$ cat config.mk
export PLATFORM = sky130hd
export DESIGN_NAME = screen_buffer_arbiter
export DESIGN_NICKNAME = d
export VERILOG_FILES = /design/src/rtl/screen_buffer_arbiter.sv
export SDC_FILE = /design/constraint.sdc
export NUM_CORES = 1
export LEC_CHECK = 0
export ABC_AREA = 1
export BUFFER_PORTS_ARGS = -buffer_cell sky130_fd_sc_hd__buf_2
export CAP_MARGIN = 25
export CORE_MARGIN = 1.5
export CORE_UTILIZATION = 52
export CTS_CLUSTER_SIZE = 8
export DETAILED_ROUTE_END_ITERATION = 8
export PLACE_DENSITY = 0.81
export SYNTH_ARGS = -nofsm -noshare
export SYNTH_HDL_FRONTEND = slang
export SYNTH_SLANG_ARGS = --single-unit
$ cat constraint.sdc
create_clock -name clk -period 2.5 [get_ports clk]
set_input_delay 0.5 -clock clk [delete_from_list [all_inputs] [get_ports clk]]
set_output_delay 0.5 -clock clk [all_outputs]
set_load 0.005 [all_outputs]
$ cat src/rtl/screen_buffer_arbiter.sv
// Screen frame-buffer arbiter: shares one single-port RAM between the display
// scan-out line prefetcher (priority) and host pixel writes.
`timescale 1ns/1ps

module screen_buffer_arbiter #(
   parameter int ADDR_W     = 15,
   parameter int DATA_W     = 8,
   parameter int LINE_WORDS = 80
) (
   input  logic              clk,
   input  logic              rst_n,
   // scan-out line fetch
   input  logic              line_req,
   input  logic [ADDR_W-1:0] line_base,
   output logic [DATA_W-1:0] line_data,
   output logic              line_valid,
   output logic              line_done,
   output logic              line_busy,
   output logic              line_overrun,
   // host write port
   input  logic              wr_valid,
   input  logic [ADDR_W-1:0] wr_addr,
   input  logic [DATA_W-1:0] wr_data,
   output logic              wr_ready,
   // single-port RAM
   output logic              ram_en,
   output logic              ram_we,
   output logic [ADDR_W-1:0] ram_addr,
   output logic [DATA_W-1:0] ram_wdata,
   input  logic [DATA_W-1:0] ram_rdata
);

   typedef enum logic [1:0] {
      S_IDLE,
      S_FETCH,
      S_DRAIN
   } state_e;

   // Counter value at which the final read of a line is issued.
   localparam logic [ADDR_W-1:0] LAST_CNT = ADDR_W'(LINE_WORDS - 1);

   state_e            state_q, state_d;
   logic [ADDR_W-1:0] cnt_q, cnt_d;
   logic [ADDR_W-1:0] base_q, base_d;
   logic              rd_pend_q, rd_pend_d;
   logic              overrun_q, overrun_d;

   // Next-state logic and RAM port / handshake outputs.
   // NOTE: every output of this block gets a default first, so no path can
   // leave a signal unassigned and infer a latch.
   always_comb begin
      state_d   = state_q;
      cnt_d     = cnt_q;
      base_d    = base_q;
      wr_ready  = 1'b0;
      line_busy = 1'b0;
      ram_en    = 1'b0;
      ram_we    = 1'b0;
      ram_addr  = '0;
      ram_wdata = '0;

      unique case (state_q)
         S_IDLE: begin
            // A line request wins a same-cycle tie with a host write.
            wr_ready = !line_req;
            if (wr_valid && !line_req) begin
               ram_en    = 1'b1;
               ram_we    = 1'b1;
               ram_addr  = wr_addr;
               ram_wdata = wr_data;
            end
            if (line_req) begin
               base_d  = line_base;
               cnt_d   = '0;
               state_d = S_FETCH;
            end
         end

         S_FETCH: begin
            // Address arithmetic wraps naturally at 2^ADDR_W.
            line_busy = 1'b1;
            ram_en    = 1'b1;
            ram_addr  = base_q + cnt_q;
            cnt_d     = cnt_q + ADDR_W'(1);
            if (cnt_q == LAST_CNT) begin
               state_d = S_DRAIN;
            end
         end

         S_DRAIN: begin
            // Bubble cycle while the final read word returns.
            line_busy = 1'b1;
            state_d   = S_IDLE;
         end

         default: begin
            state_d = S_IDLE;
         end
      endcase
   end

   // Read-return tracking and dropped-request flag, one cycle behind the RAM.
   always_comb begin
      rd_pend_d = ram_en && !ram_we;
      overrun_d = line_req && (state_q != S_IDLE);
   end

   // State registers; reset aborts any burst in flight.
   // NOTE: sequential state uses non-blocking assignments so every register
   // samples the pre-edge values of the others.
   always_ff @(posedge clk or negedge rst_n) begin
      if (!rst_n) begin
         state_q   <= S_IDLE;
         cnt_q     <= '0;
         base_q    <= '0;
         rd_pend_q <= 1'b0;
         overrun_q <= 1'b0;
      end else begin
         state_q   <= state_d;
         cnt_q     <= cnt_d;
         base_q    <= base_d;
         rd_pend_q <= rd_pend_d;
         overrun_q <= overrun_d;
      end
   end

   // Line-side outputs: the RAM data is forwarded untouched.
   always_comb begin
      line_data    = ram_rdata;
      line_valid   = rd_pend_q;
      line_done    = rd_pend_q && (state_q == S_DRAIN);
      line_overrun = overrun_q;
   end

endmodule
* After elaboration in Yosys (flattened, before gate mapping) *
Cells that the tools add are included.

storage, ports and cells
  register bits after elaboration = 34
  latch bits = 0
  bits in writable memories = 0
  ROM bits = 0
  memories kept = 0

cells by class
  add/sub/neg operators = 2
  $mul = 0
  divide/modulo/power cells = 0
  $lt $le $gt $ge = 0
  equal/unequal tests = 5
  shift-type cells = 0
  muxes and demuxes = 14
  bitwise logic cells = 0
  reductions and logical operators = 13

operators with widths
  operator                                               number
  case mux 15 bit (2 select lines)                       2
  2-to-1 mux 15 bit                                      2
  2-to-1 mux 8 bit                                       2
  adder 15 x 1 -> 15 bit (second input constant)         1
  adder 15 bit                                           1
  equality test 15 x 7 -> 1 bit (second input constant)  1
  AND reduction 2 bit                                    3
  logical AND 1 bit                                      4
  2-to-1 mux 1 bit                                       4
  2-to-1 mux 2 bit                                       2
  != test 2 bit (second input constant)                  2
  case mux 2 bit (2 select lines)                        1
  nonzero test 2 bit                                     2
  equality test 2 x 1 -> 1 bit (second input constant)   1
  equality test 2 bit (second input constant)            1
  zero test 1 bit                                        2
  zero test 2 bit                                        1
  case mux 1 bit (2 select lines)                        1
  OR reduction 2 bit                                     1

* Logic depth before layout (Yosys ltp) *
Gate-level depths: netlist (run 1).

  word-level depth = 6
  depth in mapped cells = 11

* Worst setup path before layout (run 1) *
OpenSTA, ideal clock, no wires.

  path kind = reg-to-output
  from = register cnt_q[0]
  to = output ram_addr[12]
  arrival time = 1520 ps
  required time = 2000 ps
  slack = 480 ps
  stages on the path, launching flop included = 12
  buffers on the path = 0
  cell sequence = dfrtp_1 ha_1 inv_1 fa_1 inv_1 nand3_1 nand3_1 nand3_1 nand3_1 nand2_1 nand3_1 nand2_1

on the way
  word-level cells in the longest chain between the ends = 2

ends and longest elaborated chain
  what                              RTL line  text
  from (decl)                       43        logic [ADDR_W-1:0] cnt_q, cnt_d;
  from (signal assigned)            120       cnt_q <= cnt_d;
  adder 15 bit                      83        ram_addr = base_q + cnt_q;
  case mux 15 bit (2 select lines)  62        unique case (state_q)
  to (decl)                         28        output logic [ADDR_W-1:0] ram_addr,

No other way between the ends.

* Worst setup path after layout (run 1) *
  from = register base_q[0]
  to = output ram_addr[12]

on the way
  word-level cells in the longest chain between the ends = 2

ends and longest elaborated chain
  what                              RTL line  text
  from (decl)                       44        logic [ADDR_W-1:0] base_q, base_d;
  from (signal assigned)            121       base_q <= base_d;
  adder 15 bit                      83
  case mux 15 bit (2 select lines)  62

No other way between the ends.

==> results of run 1 <==
[final timing paths]
kind                                 to  slack, ns
hold / removal               base_q[13]       0.28
min in group clk              base_q[0]       0.40
setup reg to reg               cnt_q[9]       0.57
max in group asynchronous     cnt_q[11]       1.69
hold reg to reg               base_q[8]       0.49
setup / recovery           ram_addr[12]       0.03
[cells in the final DEF, fill, tap and decap left out, drive strengths merged]
cell,instances
a22o,1
dfrtp,34
buf,82
nand2,168
o21a,1
a21oi,14
o21ai,20
nand4,13
fa,1
clkinv,1
bufinv,1
and3,1
xnor2,1
nor2,37
xor2,2
inv,74
nand3,28
a31oi,1
nor3b,1
ha,18
clkbuf,6
nand3b,3
or2,1
nor3,15
[report_power, final]
group / switching, mW / internal [mW]
registers: 0.168 / 0.715
clock network: 0.191 / 0.319
logic: 0.911 / 0.673
[routing by layer]
metal	up-vias	global-route usage, %	share of wire, %
met3	16	4.76	5.4
met5	-	0	0
met4	0	6.48	1.5
met1	1422	31.6	43
li1	1552	-	-
met2	110	46.9	50
[cells by family (layout without fill, tap and decap cells)]
| family | Yosys count | in the layout | synth area share (%) |
|---|---|---|---|
| AND/OR/NAND/NOR | 267 | 267 | 40.0 |
| buffers and inverters | 89 | 164 | 13.2 |
| AO/OA/AOI/OAI | 37 | 37 | 7.20 |
| flip-flops | 34 | 34 | 30.0 |
| adder cells (fa/ha/maj) | 19 | 19 | 8.65 |
| XOR/XNOR | 3 | 3 | 0.927 |
[cell type report]
type	instances	area share (%)
clock buffer	6	2.29
clock inverter	1	0.833
inverter	75	7.95
multi-input combinational	326	50.5
sequential	34	23.9
tap	70	2.43
timing repair buffer	82	12.2
[flip-flops by register name, summed over array words and instances, names as in the netlist]
signal and flops:
state_q 2, cnt_q 15, line_overrun 1, base_q 15, line_valid 1
[cell usage after synthesis, drive strengths merged]
library cell  instances
nand2               168
inv                  74
nor2                 37
dfrtp                34
nand3                28
o21ai                20
ha                   18
nor3                 15
a21oi                14
buf                  13
nand4                13
nand3b                3
xor2                  2
a22o                  1
a31oi                 1
and3                  1
clkbuf                1
clkinv                1
fa                    1
nor3b                 1
o21a                  1
or2                   1
xnor2                 1
[worst max-delay path: stages (launching register included)]
cell     delay [ns]
dfrtp_1        0.38
ha_2           0.20
inv_2          0.04
fa_2           0.38
inv_2          0.08
nand3_1        0.07
nand3_2        0.09
nand3_2        0.09
nand3_2        0.07
nand2_1        0.05
nand3_1        0.07
nand2_1        0.05
buf_2          0.12
[stage by stage]
stage	power [mW]	TNS (ns)	instances	setup slack (ns)
2_1_floorplan	1.75	0	449	0.480
3_3_place_gp	2.15	0	579	0.282
3_5_place_dp	2.19	0	579	0.231
4_1_cts	2.73	0	589	0.0117
5_1_grt	3.22	-0.285	594	-0.0844
6_report	2.98	0	594	0.0253
[repair_timing]
| item | CTS | global route |
|---|---|---|
| gates resized for setup | 1 | 48 |
| pin swaps | 0 | 4 |
| hold buffers | 0 | 0 |
| endpoints found under the setup margin | 3 | 16 |
| setup buffers | 3 | 5 |
==> flow_metrics.env, run 1 <==
export IMPL_antenna_left=0
export IMPL_critPathKind="reg2out"
export IMPL_vdd_drop_max_mv=0.597
export IMPL_slew_headroom_pct=49.5
export IMPL_final_core_util_pct=69.7
export IMPL_holdWs_ns=0.284
export IMPL_initialDrtViolationCount=232
export IMPL_synth_top_area_share_pct=30.0
export IMPL_clkTransAtPathRegs_ns=0.07
export IMPL_worst_slew_pin_slew_ns=0.758
export IMPL_dp_hpwl_mm=5.59
export IMPL_outcome="complete, no violations"
export IMPL_reg2reg_from="state_q[0]"
export IMPL_cp_startpoint="base_q[0]"
export IMPL_required_ns=2.00
export IMPL_cts_tree="done"
export IMPL_track_usage_pct=26.0
export IMPL_portBuffers=71
export IMPL_insertion_delay_ns=0.28
export IMPL_multi_input_area_um2=1820
export IMPL_die_h_um=76.8
export IMPL_ys_seq_area_share_pct=30.0
export IMPL_p_leak_nw=2.01
export IMPL_start_util_pct=54.8
export IMPL_worstPathArrival_ns=1.97
export IMPL_regArea_um2=860
export IMPL_wl_per_cell_um=13.1
export IMPL_yosysWarnings=0
export IMPL_ios=88
export IMPL_core_um2=5170
export IMPL_reg2reg_depth=10
export IMPL_yosys_register_bits=34
export IMPL_cts_buffer_depth=2
export IMPL_drive_gt1_share_pct=26.3
export IMPL_rsz0062_at_grt="yes"
export IMPL_period_share_pct=99.0
export IMPL_cts_made_buffers=5
export IMPL_syn2layout_area_growth_pct=27.2
export IMPL_syn_area_um2=2830
export IMPL_fmax_mhz=404
export IMPL_globalplace_congestion=0.879
export IMPL_slew_viol_final=0
export IMPL_dpl_instance_area_um2=3210
export IMPL_hold_class="in2async"
export IMPL_setup_worst_path_end_class="primary output"
export IMPL_post_synth_inst_count=449
export IMPL_setup_viol=0
export IMPL_dr_pass1_iters=5
export IMPL_overflow=0
export IMPL_hold_viol=0
export IMPL_grt_max_degree=35
export IMPL_wirelength_mm=7.76
export IMPL_cts_max_level=2
export IMPL_final_nets=593
export IMPL_antenna_found_initial=0
export IMPL_final_area_um2=3600
export IMPL_cap_violations=0
export IMPL_clock_skew_final_ns=0.00841
export IMPL_diodes=0
export IMPL_timing_final_crit_period_ns=2.47
export IMPL_synth_cell_types=31
export IMPL_clkSinkCount=34
export IMPL_ys_top_cells_by_area="dfrtp_1 30%, nand2_1 22%, inv_1 9.5%"
export IMPL_grt_pass1_vias=2861
export IMPL_startpoint_type="flop"
export IMPL_viasPerCell=5.22
export IMPL_syn_nets=518
export IMPL_die_area_um2=5900
export IMPL_clock_root_buffer="clkbuf_8"
export IMPL_drc=0
export IMPL_critPathMaxFanout=3
export IMPL_syn_avg_cell_area_um2=6.31
export IMPL_yosysTopAreaCell="dfrtp_1"
export IMPL_num_rows=26
export IMPL_n_fill_cell=445
export IMPL_die_x_um=76.8
export IMPL_grt_pass1_wl_mm=12.5
export IMPL_num_vias=3100
export IMPL_power_density_nw_per_um2=826
Note: power is estimated with default switching activity, not from simulation.
==> inputs of run 2 (changes only) <==
--- a/config.mk
+++ b/config.mk
@@ -9,10 +9,11 @@
 export BUFFER_PORTS_ARGS = -buffer_cell sky130_fd_sc_hd__buf_2
 export CAP_MARGIN = 25
 export CORE_MARGIN = 1.5
-export CORE_UTILIZATION = 52
+export CORE_UTILIZATION = 54
+export CTS_BUF_LIST = sky130_fd_sc_hd__clkbuf_8
 export CTS_CLUSTER_SIZE = 8
 export DETAILED_ROUTE_END_ITERATION = 8
-export PLACE_DENSITY = 0.81
+export PLACE_DENSITY = 0.84
 export SYNTH_ARGS = -nofsm -noshare
 export SYNTH_HDL_FRONTEND = slang
 export SYNTH_SLANG_ARGS = --single-unit
==> flow_metrics.env, run 2 (synthesis gave the netlist of run 1 again) <==
export IMPL_insertion_delay_ns=0.29
export IMPL_drc=0
export IMPL_wl_met3_um=480
export IMPL_required_ns=2.00
export IMPL_setup_viol=0
export IMPL_startpoint_type="flop"
export IMPL_reg_top3="base_q x15, cnt_q x15, state_q x2"
export IMPL_wl_met2_mm=3.94
export IMPL_die_area_um2=5690
export IMPL_p_int_mw=1.59
export IMPL_clkSinkCount=34
export IMPL_viasPerCell=5.19
export IMPL_critPathKind="reg2out"
export IMPL_die_x_um=75.4
export IMPL_setup_ws_ns=0.0378
export IMPL_slew_viol_final=0
export IMPL_p_clk_share_pct=14.2
export IMPL_drt_met1_wl_mm=3.14
export IMPL_outcome="complete, no violations"
export IMPL_diodes=0
export IMPL_slew_headroom_pct=48.5
export IMPL_cap_violations=0
export IMPL_initialDrtViolationCount=177
export IMPL_worstPathArrival_ns=1.96
export IMPL_track_usage_pct=27.2
export IMPL_start_util_pct=55.8
export IMPL_dp_hpwl_mm=5.62
export IMPL_reg2reg_depth=6
export IMPL_power_density_nw_per_um2=809
export IMPL_cts_made_buffers=5
export IMPL_clock_root_buffer="clkbuf_8"
export IMPL_p_switching_mw=1.28
export IMPL_switching_share_pct=44.6
export IMPL_p_leak_nw=1.99
export IMPL_antenna_found_initial=0
export IMPL_grt_pass1_wl_mm=11.8
export IMPL_vdd_drop_max_mv=0.686
export IMPL_antenna_left=0
export IMPL_globalplace_congestion=0.855
export IMPL_dr_pass1_iters=4
export IMPL_ctsHoldBuffers=0
export IMPL_hold_class="in2async"
export IMPL_dp_slack_ns=0.221
export IMPL_hold_viol=0
export IMPL_portBuffers=71
export IMPL_die_h_um=75.4
export IMPL_holdWs_ns=0.284
export IMPL_layout_commonest_cell="nand2_1"
export IMPL_ios=88
export IMPL_overflow=0
export IMPL_highest_layer="met4"
export IMPL_critPathMaxFanout=3
export IMPL_syn2layout_area_growth_pct=25.0
export IMPL_cts_buffer_depth=2
export IMPL_core_um2=5070
export IMPL_drive_gt1_share_pct=24.4
export IMPL_num_vias=3060
export IMPL_final_cell_mix="161 x nand2_1, 71 x buf_2, 70 x inv_1, 34 x nor2_1, 29 x dfrtp_1"
export IMPL_grt_max_degree=35
export IMPL_worst_slew_pin_slew_ns=0.773
export IMPL_clock_skew_final_ns=0.0101
export IMPL_setup_worst_path_end_class="primary output"
export IMPL_cts_max_level=2
export IMPL_final_nets=590
export IMPL_rsz0062_at_grt="yes"
export IMPL_fmax_mhz=406
export IMPL_period_share_pct=98.5
export IMPL_p_seq_share_pct=30.5
export IMPL_timing_final_crit_period_ns=2.46
export IMPL_clkTransAtPathRegs_ns=0.07
export IMPL_grt_pass1_vias=2731
export IMPL_wl_per_cell_um=13.2
export IMPL_num_rows=26
export IMPL_p_comb_share_pct=55.3
export IMPL_wirelength_mm=7.82
export IMPL_cts_tree="done"
## run 2: area by class of cell
cell class	count	area, um^2
multi-input cells	326	1810
flip-flops and latches	34	857
well taps	70	87.6
fillers	454	1530
clock buffers	6	82.6
inverters	75	287
repair buffers	79	415
## run 2: metrics by stage
stage | util [%] | cell area, um^2 | TNS (ns) | instances | total power [mW]
after global placement | 63.2 | 3210 | 0 | 579 | 2.14
after CTS | 65.4 | 3320 | 0 | 588 | 2.63
after global routing | 69.8 | 3540 | -0.599 | 590 | 3.11
after detailed placement | 63.2 | 3210 | 0 | 579 | 2.19
final | 69.8 | 3540 | 0 | 590 | 2.87
after floorplan | - | 2830 | 0 | 449 | 1.75
## run 2: what timing repair did
action / 4_1_cts / 5_1_grt
pin swaps: 0 / 5
setup endpoints to repair: 5 / 15
resized for setup: 2 / 36
gates cloned: 0 / 0
setup buffers: 3 / 2
## run 2: path summary, 6_finish.rpt
path	from	to	slack (ns)
worst max-delay path	cnt_q[0]	ram_addr[12]	0.04
worst min register to register	base_q[14]	base_q[14]	0.50
worst max register to register	state_q[0]	state_q[0]	0.55
min in group clk	line_base[9]	base_q[9]	0.40
worst min-delay path	rst_n	base_q[10]	0.28
max in group asynchronous	rst_n	cnt_q[3]	1.67
## run 2: critical path: stages (launching register included)
cell	delay [ns]
dfrtp_1	0.37
ha_2	0.21
inv_2	0.05
fa_2	0.38
inv_2	0.08
nand3_2	0.06
nand3_2	0.08
nand3_2	0.08
nand3_2	0.07
nand2_1	0.05
nand3_1	0.07
nand2_1	0.05
buf_2	0.12
## run 2: metal layers
layer / GRT usage, % / up-vias
met3: 4.50 / 26
li1: - / 1538
met5: 0 / -
met4: 10.1 / 0
met2: 47.9 / 113
met1: 33.4 / 1383
## run 2: power by group through the flow
| stage | Combinational [mW] | Sequential (mW) | Clock (mW) |
|---|---|---|---|
| after floorplan | 0.944 | 0.807 | 0 |
| after global placement | 1.30 | 0.836 | 0 |
| after detailed placement | 1.34 | 0.848 | 0 |
| after CTS | 1.39 | 0.830 | 0.409 |
| after global routing | 1.79 | 0.889 | 0.433 |
| final | 1.59 | 0.874 | 0.407 |
==> inputs of run 3 (changes only) <==
--- a/config.mk
+++ b/config.mk
@@ -9,11 +9,12 @@
 export BUFFER_PORTS_ARGS = -buffer_cell sky130_fd_sc_hd__buf_2
 export CAP_MARGIN = 25
 export CORE_MARGIN = 1.5
-export CORE_UTILIZATION = 54
-export CTS_BUF_LIST = sky130_fd_sc_hd__clkbuf_8
+export CORE_UTILIZATION = 52
+export CTS_BUF_LIST = sky130_fd_sc_hd__clkbuf_4 sky130_fd_sc_hd__clkbuf_8 sky130_fd_sc_hd__clkbuf_16
 export CTS_CLUSTER_SIZE = 8
 export DETAILED_ROUTE_END_ITERATION = 8
-export PLACE_DENSITY = 0.84
+export GPL_ROUTABILITY_DRIVEN = 0
+export PLACE_DENSITY = 0.92
 export SYNTH_ARGS = -nofsm -noshare
 export SYNTH_HDL_FRONTEND = slang
 export SYNTH_SLANG_ARGS = --single-unit
==> flow_metrics.env, run 3 (synthesis gave the netlist of run 1 again) <==
export IMPL_core_um2=5170
export IMPL_dp_hpwl_mm=5.60
export IMPL_critPathMaxFanout=3
export IMPL_cp_cell_sequence="ha_2, inv_2, fa_2, inv_2, nand3_2, nand3_2, nand3_2, nand3_1, nand2_1, nand3_2, nand2_1, buf_2"
export IMPL_clock_root_buffer="clkbuf_8"
export IMPL_setup_ws_ns=-0.0289
export IMPL_setup_viol=2
export IMPL_grt_max_degree=35
export IMPL_cp_slowest_stage_delay_ns=0.40
export IMPL_period_share_pct=101
export IMPL_initialDrtViolationCount=318
export IMPL_reg_top3="base_q x15, cnt_q x15, state_q x2"
export IMPL_antenna_found_initial=0
export IMPL_outcome="complete, but fails checks"
export IMPL_p_leak_nw=1.98
export IMPL_hold_viol=0
export IMPL_slew_viol_final=0
export IMPL_critPathKind="reg2out"
export IMPL_violations="setup timing"
export IMPL_cts_made_buffers=5
export IMPL_rsz0062_at_grt="yes"
export IMPL_final_area_um2=3550
export IMPL_final_core_util_pct=68.7
export IMPL_clock_skew_final_ns=0.00552
export IMPL_clkTransAtPathRegs_ns=0.07
export IMPL_insertion_delay_ns=0.28
export IMPL_final_nets=590
export IMPL_antenna_left=0
export IMPL_path_common_cell="nand3_2"
export IMPL_slew_headroom_pct=49.5
export IMPL_die_area_um2=5900
export IMPL_dr_pass1_iters=5
export IMPL_portBuffers=71
export IMPL_cts_buffer_depth=2
export IMPL_cap_violations=0
export IMPL_ctsHoldBuffers=0
export IMPL_n_fill_cell=386
export IMPL_grt_pass1_wl_mm=12.3
export IMPL_setup_worst_path_end_class="primary output"
export IMPL_track_usage_pct=25.5
export IMPL_reg2reg_depth=6
export IMPL_syn2layout_area_growth_pct=25.4
export IMPL_ios=88
export IMPL_viasPerCell=5.56
export IMPL_worstPathArrival_ns=2.03
export IMPL_crit_slowest_cell="fa_2"
export IMPL_die_x_um=76.8
export IMPL_die_h_um=76.8
export IMPL_overflow=0
export IMPL_cp_num_buf_inv=3
export IMPL_cts_max_level=2
export IMPL_vdd_drop_max_mv=0.548
export IMPL_num_vias=3281
export IMPL_num_rows=26
export IMPL_timing_final_crit_period_ns=2.53
export IMPL_drc=0
export IMPL_path_depth=12
export IMPL_required_ns=2.00
export IMPL_fmax_mhz=395
export IMPL_wl_per_cell_um=14.6
export IMPL_drive_gt1_share_pct=25.4
export IMPL_final_cell_mix="159 x nand2_1, 71 x buf_2, 70 x inv_1, 32 x nor2_1, 29 x dfrtp_1"
export IMPL_wirelength_mm=8.59
export IMPL_hold_class="in2async"
export IMPL_clkSinkCount=34
export IMPL_layout_commonest_cell="nand2_1"
export IMPL_grt_pass1_vias=2905
export IMPL_power_density_nw_per_um2=823
export IMPL_dpl_instance_area_um2=3190
export IMPL_cts_tree="done"
export IMPL_startpoint_type="flop"
export IMPL_cpLargestDelayFamily="adder cells"
export IMPL_holdWs_ns=0.287
export IMPL_diodes=0
export IMPL_start_util_pct=54.8
export IMPL_worst_slew_pin_slew_ns=0.758
[run 3: cell counts in the layout (fill, tap and decap cells not counted)]
Identical to the previous run, type by type.
[run 3: area by class of cell]
type | instances | area, um^2 | area share, %
clock buffer | 6 | 82.6 | 2.32
inverter | 75 | 284 | 7.99
timing repair buffer | 79 | 415 | 11.7
multi-input combinational | 326 | 1830 | 51.4
sequential | 34 | 857 | 24.1
tap | 70 | 87.6 | 2.46
[run 3: routing by layer]
layer	global-route usage [%]	up-vias	routed length (um)
li1	-	1539	-
met1	30.8	1515	3310
met2	45.0	188	4320
met3	4.76	39	688
met4	8.52	0	269
met5	0	-	0
[run 3: final timing paths]
kind / to / slack, ns / startpoint
setup / recovery: ram_addr[12] / -0.03 / base_q[0]
hold / removal: line_overrun / 0.29 / rst_n
setup reg to reg: base_q[6] / 0.50 / state_q[0]
hold reg to reg: base_q[14] / 0.50 / base_q[14]
max in group asynchronous: cnt_q[8] / 1.68 / rst_n
min in group clk: base_q[13] / 0.41 / line_base[13]
[run 3: what timing repair did]
| item | CTS | global route |
|---|---|---|
| pin swaps | 0 | 4 |
| cloned | 0 | 0 |
| setup buffers | 2 | 5 |
| endpoints found under the hold margin | 0 | 0 |
| setup endpoints to repair | 5 | 15 |
| resized for setup | 1 | 42 |
[run 3: report_power, final]
group          internal [mW]  switching [mW]  leakage, nW
Clock                  0.212           0.185       0.0431
Combinational          0.680           0.966         1.50
Sequential             0.714           0.170        0.436
[run 3: through the flow]
stage          setup TNS [ns]  std cells  power (mW)  worst slack (ns)
2_1_floorplan               0        449        1.75             0.480
3_3_place_gp                0        577        2.12             0.294
3_5_place_dp                0        577        2.18             0.212
4_1_cts                     0        585        2.61            0.0198
5_1_grt                -0.553        590        3.15            -0.108
6_report              -0.0400        590        2.93           -0.0289
